<file path="src/rtl/sram_rmw_adapter.sv">
// -----------------------------------------------------------------------------
// sram_rmw_adapter
//
// Purpose:
//   Bridges a valid/ready request/response interface onto the raw port of a
//   single-port tc_sram. The SRAM macros behind tc_sram ignore byte enables,
//   so every partial-byte write becomes a read-modify-write: read the word,
//   merge the enabled lanes, write the full word back. The SRAM always sees
//   full-word writes.
//
//   Full-word writes and reads issue to the SRAM in the cycle they are
//   accepted. A write with no byte enabled is accepted and dropped. Partial
//   writes occupy the block for Latency+2 cycles. Everything completes in
//   acceptance order, so a read accepted after a partial write sees the
//   merged word.
//
// Handshake:
//   A transfer happens on a rising clk_i edge where valid and ready are both
//   high. The source holds valid and its payload stable until that edge.
//   rsp_valid_o and rsp_rdata_o stay stable until rsp_ready_i is seen high
//   (reset is the only exception). req_ready_o depends only on the state,
//   never on req_valid_i.
//
// Ports:
//   clk_i, rst_i          clock, synchronous active-high reset
//   req_valid_i/ready_o   request handshake
//   req_we_i              1 = write, 0 = read
//   req_addr_i            word address (forwarded unchanged, no range check)
//   req_wdata_i/be_i      write data and byte enables
//   rsp_valid_o/ready_i   read response handshake (reads only)
//   rsp_rdata_o           read data
//   sram_*                raw tc_sram port; sram_be_o is tied all-ones,
//                         sram_rdata_i is valid Latency cycles after a read
//   perf_rmw_cnt_o        saturating count of RMW write-backs
//                         (present only with SRAM_RMW_PERF_CNT_EN defined)
//   dbg_state_o           current FSM state (IDLE=0, RD_WAIT=1, RSP=2,
//                         RMW_WAIT=3, RMW_WR=4)
//
// Configuration macro:
//   SRAM_RMW_PERF_CNT_EN  adds the perf_rmw_cnt_o port and its counter.
//
// Latency must be >= 1.
// -----------------------------------------------------------------------------
module sram_rmw_adapter #(
   parameter int unsigned NumWords  = 256,
   parameter int unsigned DataWidth = 32,
   parameter int unsigned ByteWidth = 8,
   parameter int unsigned Latency   = 1,
   parameter int unsigned AddrWidth = (NumWords > 1) ? $clog2(NumWords) : 1,
   parameter int unsigned BeWidth   = (DataWidth + ByteWidth - 1) / ByteWidth
) (
   input  logic                 clk_i,
   input  logic                 rst_i,
   input  logic                 req_valid_i,
   output logic                 req_ready_o,
   input  logic                 req_we_i,
   input  logic [AddrWidth-1:0] req_addr_i,
   input  logic [DataWidth-1:0] req_wdata_i,
   input  logic [BeWidth-1:0]   req_be_i,
   output logic                 rsp_valid_o,
   input  logic                 rsp_ready_i,
   output logic [DataWidth-1:0] rsp_rdata_o,
   output logic                 sram_req_o,
   output logic                 sram_we_o,
   output logic [AddrWidth-1:0] sram_addr_o,
   output logic [DataWidth-1:0] sram_wdata_o,
   output logic [BeWidth-1:0]   sram_be_o,
   input  logic [DataWidth-1:0] sram_rdata_i,
`ifdef SRAM_RMW_PERF_CNT_EN
   output logic [15:0]          perf_rmw_cnt_o,
`endif
   output logic [2:0]           dbg_state_o
);

   // Wide enough to hold the value Latency.
   localparam int unsigned CntWidth = (Latency > 1) ? $clog2(Latency + 1) : 1;

   typedef enum logic [2:0] {
      S_IDLE     = 3'd0,
      S_RD_WAIT  = 3'd1,
      S_RSP      = 3'd2,
      S_RMW_WAIT = 3'd3,
      S_RMW_WR   = 3'd4
   } state_e;

   state_e               r_state;
   state_e               w_state_next;

   logic [CntWidth-1:0]  r_cnt;
   logic [AddrWidth-1:0] r_addr;
   logic [DataWidth-1:0] r_wdata;
   logic [BeWidth-1:0]   r_be;
   logic [DataWidth-1:0] r_merge;
   logic [DataWidth-1:0] r_rdata;

   logic                 w_accept;
   logic                 w_be_full;
   logic                 w_be_none;
   logic                 w_start_rd;
   logic                 w_start_rmw;
   logic                 w_cnt_done;
   logic [DataWidth-1:0] w_merged;

   // Accept is derived from the state directly so it does not loop through
   // the output process that also drives req_ready_o.
   assign w_accept    = req_valid_i & (r_state == S_IDLE);
   assign w_be_full   = &req_be_i;
   assign w_be_none   = ~|req_be_i;
   assign w_start_rd  = w_accept & ~req_we_i;
   assign w_start_rmw = w_accept & req_we_i & ~w_be_full & ~w_be_none;

   // The counter is loaded with Latency on accept; the SRAM data is valid in
   // the cycle the counter reads 1.
   assign w_cnt_done  = (r_cnt == CntWidth'(1));

   // Per-lane merge. Bit i belongs to lane i/ByteWidth, so when DataWidth is
   // not a multiple of ByteWidth the last lane simply covers the leftover
   // high bits.
   for (genvar gi = 0; gi < DataWidth; gi++) begin : g_merge
      assign w_merged[gi] = r_be[gi / ByteWidth] ? r_wdata[gi] : sram_rdata_i[gi];
   end

   // ---------------------------------------------------------------------------
   // FSM: state register
   // ---------------------------------------------------------------------------
   always_ff @(posedge clk_i) begin
      if (rst_i) begin
         r_state <= S_IDLE;
      end else begin
         r_state <= w_state_next;
      end
   end

   // ---------------------------------------------------------------------------
   // FSM: next-state logic
   // ---------------------------------------------------------------------------
   always_comb begin
      w_state_next = r_state;
      case (r_state)
         S_IDLE: begin
            if (w_start_rd) begin
               w_state_next = S_RD_WAIT;
            end else if (w_start_rmw) begin
               w_state_next = S_RMW_WAIT;
            end
         end
         S_RD_WAIT: begin
            if (w_cnt_done) begin
               w_state_next = S_RSP;
            end
         end
         S_RSP: begin
            if (rsp_ready_i) begin
               w_state_next = S_IDLE;
            end
         end
         S_RMW_WAIT: begin
            if (w_cnt_done) begin
               w_state_next = S_RMW_WR;
            end
         end
         S_RMW_WR: begin
            w_state_next = S_IDLE;
         end
         default: begin
            w_state_next = S_IDLE;
         end
      endcase
   end

   // ---------------------------------------------------------------------------
   // FSM: outputs
   // In IDLE the SRAM port follows the incoming request combinationally so
   // reads and full writes reach the SRAM in their accept cycle.
   // ---------------------------------------------------------------------------
   always_comb begin
      req_ready_o  = 1'b0;
      sram_req_o   = 1'b0;
      sram_we_o    = 1'b0;
      sram_addr_o  = req_addr_i;
      sram_wdata_o = req_wdata_i;
      case (r_state)
         S_IDLE: begin
            req_ready_o = 1'b1;
            if (req_valid_i) begin
               if (!req_we_i) begin
                  sram_req_o = 1'b1;
               end else if (w_be_full) begin
                  sram_req_o = 1'b1;
                  sram_we_o  = 1'b1;
               end else if (!w_be_none) begin
                  // Partial write: fetch the old word first.
                  sram_req_o = 1'b1;
               end
            end
         end
         S_RMW_WR: begin
            sram_req_o   = 1'b1;
            sram_we_o    = 1'b1;
            sram_addr_o  = r_addr;
            sram_wdata_o = r_merge;
         end
         default: begin
         end
      endcase
   end

   assign rsp_valid_o = (r_state == S_RSP);
   assign rsp_rdata_o = r_rdata;
   assign sram_be_o   = '1;
   assign dbg_state_o = r_state;

   // ---------------------------------------------------------------------------
   // Datapath registers
   // ---------------------------------------------------------------------------
   always_ff @(posedge clk_i) begin
      if (rst_i) begin
         r_cnt   <= '0;
         r_addr  <= '0;
         r_wdata <= '0;
         r_be    <= '0;
         r_merge <= '0;
         r_rdata <= '0;
      end else begin
         case (r_state)
            S_IDLE: begin
               if (w_start_rd || w_start_rmw) begin
                  r_cnt   <= CntWidth'(Latency);
                  r_addr  <= req_addr_i;
                  r_wdata <= req_wdata_i;
                  r_be    <= req_be_i;
               end
            end
            S_RD_WAIT: begin
               if (w_cnt_done) begin
                  r_rdata <= sram_rdata_i;
               end else begin
                  r_cnt <= r_cnt - CntWidth'(1);
               end
            end
            S_RMW_WAIT: begin
               if (w_cnt_done) begin
                  r_merge <= w_merged;
               end else begin
                  r_cnt <= r_cnt - CntWidth'(1);
               end
            end
            default: begin
            end
         endcase
      end
   end

`ifdef SRAM_RMW_PERF_CNT_EN
   // ---------------------------------------------------------------------------
   // Saturating count of RMW write-backs.
   // ---------------------------------------------------------------------------
   logic [15:0] r_perf_cnt;

   always_ff @(posedge clk_i) begin
      if (rst_i) begin
         r_perf_cnt <= '0;
      end else if ((r_state == S_RMW_WR) && (r_perf_cnt != 16'hFFFF)) begin
         r_perf_cnt <= r_perf_cnt + 16'd1;
      end
   end

   assign perf_rmw_cnt_o = r_perf_cnt;
`endif

endmodule

</file>
<file path="config.mk">
export PLATFORM = sky130hd
export DESIGN_NAME = sram_rmw_adapter
export DESIGN_NICKNAME = d
export VERILOG_FILES = /design/src/rtl/sram_rmw_adapter.sv
export SDC_FILE = /design/constraint.sdc
export NUM_CORES = 1
export LEC_CHECK = 0
export CELL_PAD_IN_SITES_DETAIL_PLACEMENT = 1
export CELL_PAD_IN_SITES_GLOBAL_PLACEMENT = 1
export CORE_ASPECT_RATIO = 0.9
export CORE_MARGIN = 3
export CORE_UTILIZATION = 34
export CTS_CLUSTER_SIZE = 24
export DETAILED_ROUTE_END_ITERATION = 8
export GPL_TIMING_DRIVEN = 0
export PLACE_DENSITY = 0.83
export SYNTH_ARGS = -nofsm -noshare
export SYNTH_HDL_FRONTEND = slang
export SYNTH_SLANG_ARGS = --single-unit
</file>
<file path="constraint.sdc">
create_clock -name clk_i -period 2.2 [get_ports clk_i]
set_input_delay 0.44 -clock clk_i [delete_from_list [all_inputs] [get_ports clk_i]]
set_output_delay 0.44 -clock clk_i [all_outputs]
set_load 0.05 [all_outputs]
</file>
==> results of run 1 <==
logic make-up after synthesis:
family                 share of synthesized area
DFF                                        0.438
muxes                                      0.154
other                                   0.000732
and+or+nand+nor                            0.227
AOI/OAI and AO/OA                          0.129
buffers and inverters                     0.0513
worst min-delay path by stage:
stage / from / end / slack (ps) / cells past startpoint
after floorplan: r_addr[7] / r_addr[7] / 440 / 2
after global placement: rsp_rdata_o[30] / rsp_rdata_o[30] / 440 / 2
after detailed placement: rsp_rdata_o[29] / rsp_rdata_o[29] / 450 / 2
after CTS: rsp_rdata_o[29] / rsp_rdata_o[29] / 460 / 2
after global routing: rsp_rdata_o[14] / rsp_rdata_o[14] / 490 / 2
final: rsp_rdata_o[10] / rsp_rdata_o[10] / 460 / 2
Yosys cell counts, drive strengths merged (2+ instances only):
library cell / instances
a211oi: 32
and3: 2
clkbuf: 33
nand2: 65
mux2i: 34
nor4: 2
nand4b: 43
nand2b: 47
a21oi: 37
dfxtp: 112
nor3: 2
o21ai: 43
mux2: 40
nor2b: 3
buf: 25
nor3b: 3
nor2: 34
power by group:
group	switching (mW)	internal (mW)
clock	0.768	0.884
sequential	0.0918	2.17
combinational	0.874	0.635
total	1.73	3.69
area by class of cell:
cell class                      instances  share of cell area
Tap cell                              193              0.0307
Clock buffer                           11              0.0296
Multi-Input combinational cell        398               0.358
Clock inverter                          5             0.00732
Timing Repair Buffer                  172               0.241
Buffer                                 57              0.0476
Sequential cell                       112               0.286
critical path: cells and delay by family (launching register included):
kind	cells	cell delay, ps
and+or+nand+nor	3	750
DFF	1	340
buffers and inverters	2	310
AOI/OAI and AO/OA	1	160
through the flow:
step | utilization | area, µm² | setup TNS, ps
after floorplan | - | 5160 | -5220
after global placement | 0.486 | 6980 | -55350
after detailed placement | 0.486 | 6980 | -53760
after CTS | 0.543 | 7800 | -5360
after global routing | 0.547 | 7860 | -6750
final | 0.547 | 7860 | -4820
metal layers:
| metal | track usage | share of wire |
|---|---|---|
| met1 | 0.287 | 0.44 |
| met2 | 0.403 | 0.50 |
| met3 | 0.0504 | 0.047 |
| met4 | 0.0598 | 0.015 |
| met5 | 0 | 0 |
state kept, by name, summed over array words and instances (netlist names):
| signal | flops |
|---|---|
| r_merge | 32 |
| r_wdata | 32 |
| rsp_rdata_o | 32 |
| r_addr | 8 |
| r_be | 4 |
| dbg_state_o | 3 |
| r_cnt | 1 |
timing repair:
action                                  in CTS  in global routing
endpoints found under the setup margin      73                 85
endpoints found under the hold margin        0                  0
hold buffers                                 0                  0
setup buffers                                6                  5
cloned                                       3                  0
gates resized for setup                    389                 18
pin swaps                                    2                  2
==> flow_metrics.tcl, run 1 <==
set metrics [dict create \
    num_vias 5016 \
    rr_worst_depth 9 \
    path_max_fanout 2 \
    core-area_um2 14400 \
    max_cap_violations 0 \
    rsz0062_at_grt "yes" \
    dieArea_um2 16600 \
    hold_ws_ps 464 \
    synth_area_per_cell_um2 9.07 \
    ios 164 \
    crit_path_max_incr_delay_ps 550 \
    crit_path_start_kind "flop" \
    power.total_mw 5.42 \
    fp-row-count 41 \
    arrival_ps 1910 \
    clk_latency_ps 350 \
    setup_viol 41 \
    required_ps 1760 \
    ys_warn_count 0 \
    ant_nets 0 \
    gp_congestion 0.790 \
    power.density_nw_per_um2 690 \
    synth_cells 565 \
    nFillCells 1569 \
    seqCellArea_um2 2250 \
    drt-total-wl_um 19200 \
    end_kind "output pin" \
    clock_skew_ps 4.49 \
    slowest_stage "or4b_4" \
    hp-class "reg2reg" \
    antenna_found_initial 0 \
    final_cells 948 \
    portBuffers 158 \
    clkSinkCount 112 \
    cts_tree "done" \
    clock.fmax_mhz 426 \
    cts_root_buf "clkbuf_16" \
    grt_usage 0.230 \
    overflow 0 \
    reg2reg_setup_slack_ps 40 \
    die_w_um 135 \
    cts_inserted_buffers 9 \
    finalCritPeriodShare 1.07 \
    start_util 0.357 \
    grt_pass1_wl_um 30000 \
    drc_errors 0 \
    die_h_um 122 \
    drt_iter0_markers 245 \
    avgViaCountPerCell 5.29 \
    synthTopCellsByArea "dfxtp_1, mux2_2, nand4b_1" \
    timing.final.hold_violations 0 \
    r2r-end "r_wdata[23]" \
    grt_pass1_vias 5544 \
    synth.distinct_cells 28 \
    irDropWorstVdd_uv 410 \
    nets 831 \
    cts_max_path_buffers 2 \
    crit_end "sram_req_o" \
    crit_chain "buf_4, or4b_4, a21oi_4, nor2_2, nor3_4, buf_6" \
    clk_pin_slew_ps 70 \
    final_max_slew_viol_count 0 \
    area_growth_pct 53.5 \
    antenna_cells 0 \
    htree_levels 3 \
    slew_headroom 0.524 \
    dp.cells 919 \
    wire_per_inst_um 20.2 \
    synth_top_area_frac 0.438 \
    cp-startpoint "dbg_state_o[1]" \
    dp_hpwl_um 13500 \
    drive_above_1_share 0.200 \
    place_ws_ps -1130 \
    ys_seq_elements 112 \
    reg2reg_from "dbg_state_o[1]" \
    worstMarginPinSlew_ps 714 \
    violations "negative setup slack" \
    grt_max_degree 18 \
    ys.flop_type "dfxtp_1" \
    synth_edf_count 0 \
    final_cell_mix "clkdlybuf4s50_1, dfxtp_1, nand2_1" \
    post-route-min-period_ps 2350 \
    layout_commonest_cell "clkdlybuf4s50_1" \
    finalWorstSetupSlack_ps -148 \
    yosysTopAreaCell "dfxtp_1" \
    path_class "reg2out" \
    status "finished with violations" \
    p_leak_nw 2.79 \
    ys_seq_area_frac 0.438 \
    multiInputGateArea_um2 2810 \
    syn-cell-area_um2 5120 \
    drtPass1Iterations 4 \
    synthArstFlopShare 0 \
]
(Power assumes the default switching activity.)
==> run 2, diff against run 1 <==
--- a/config.mk
+++ b/config.mk
@@ -12,6 +12,7 @@
 export CORE_UTILIZATION = 34
 export CTS_CLUSTER_SIZE = 24
 export DETAILED_ROUTE_END_ITERATION = 8
+export GPL_ROUTABILITY_DRIVEN = 1
 export GPL_TIMING_DRIVEN = 0
 export PLACE_DENSITY = 0.83
 export SYNTH_ARGS = -nofsm -noshare
==> results of run 2 <==
Same layout as run 1: the final DEF is identical, and so are final timing and power.
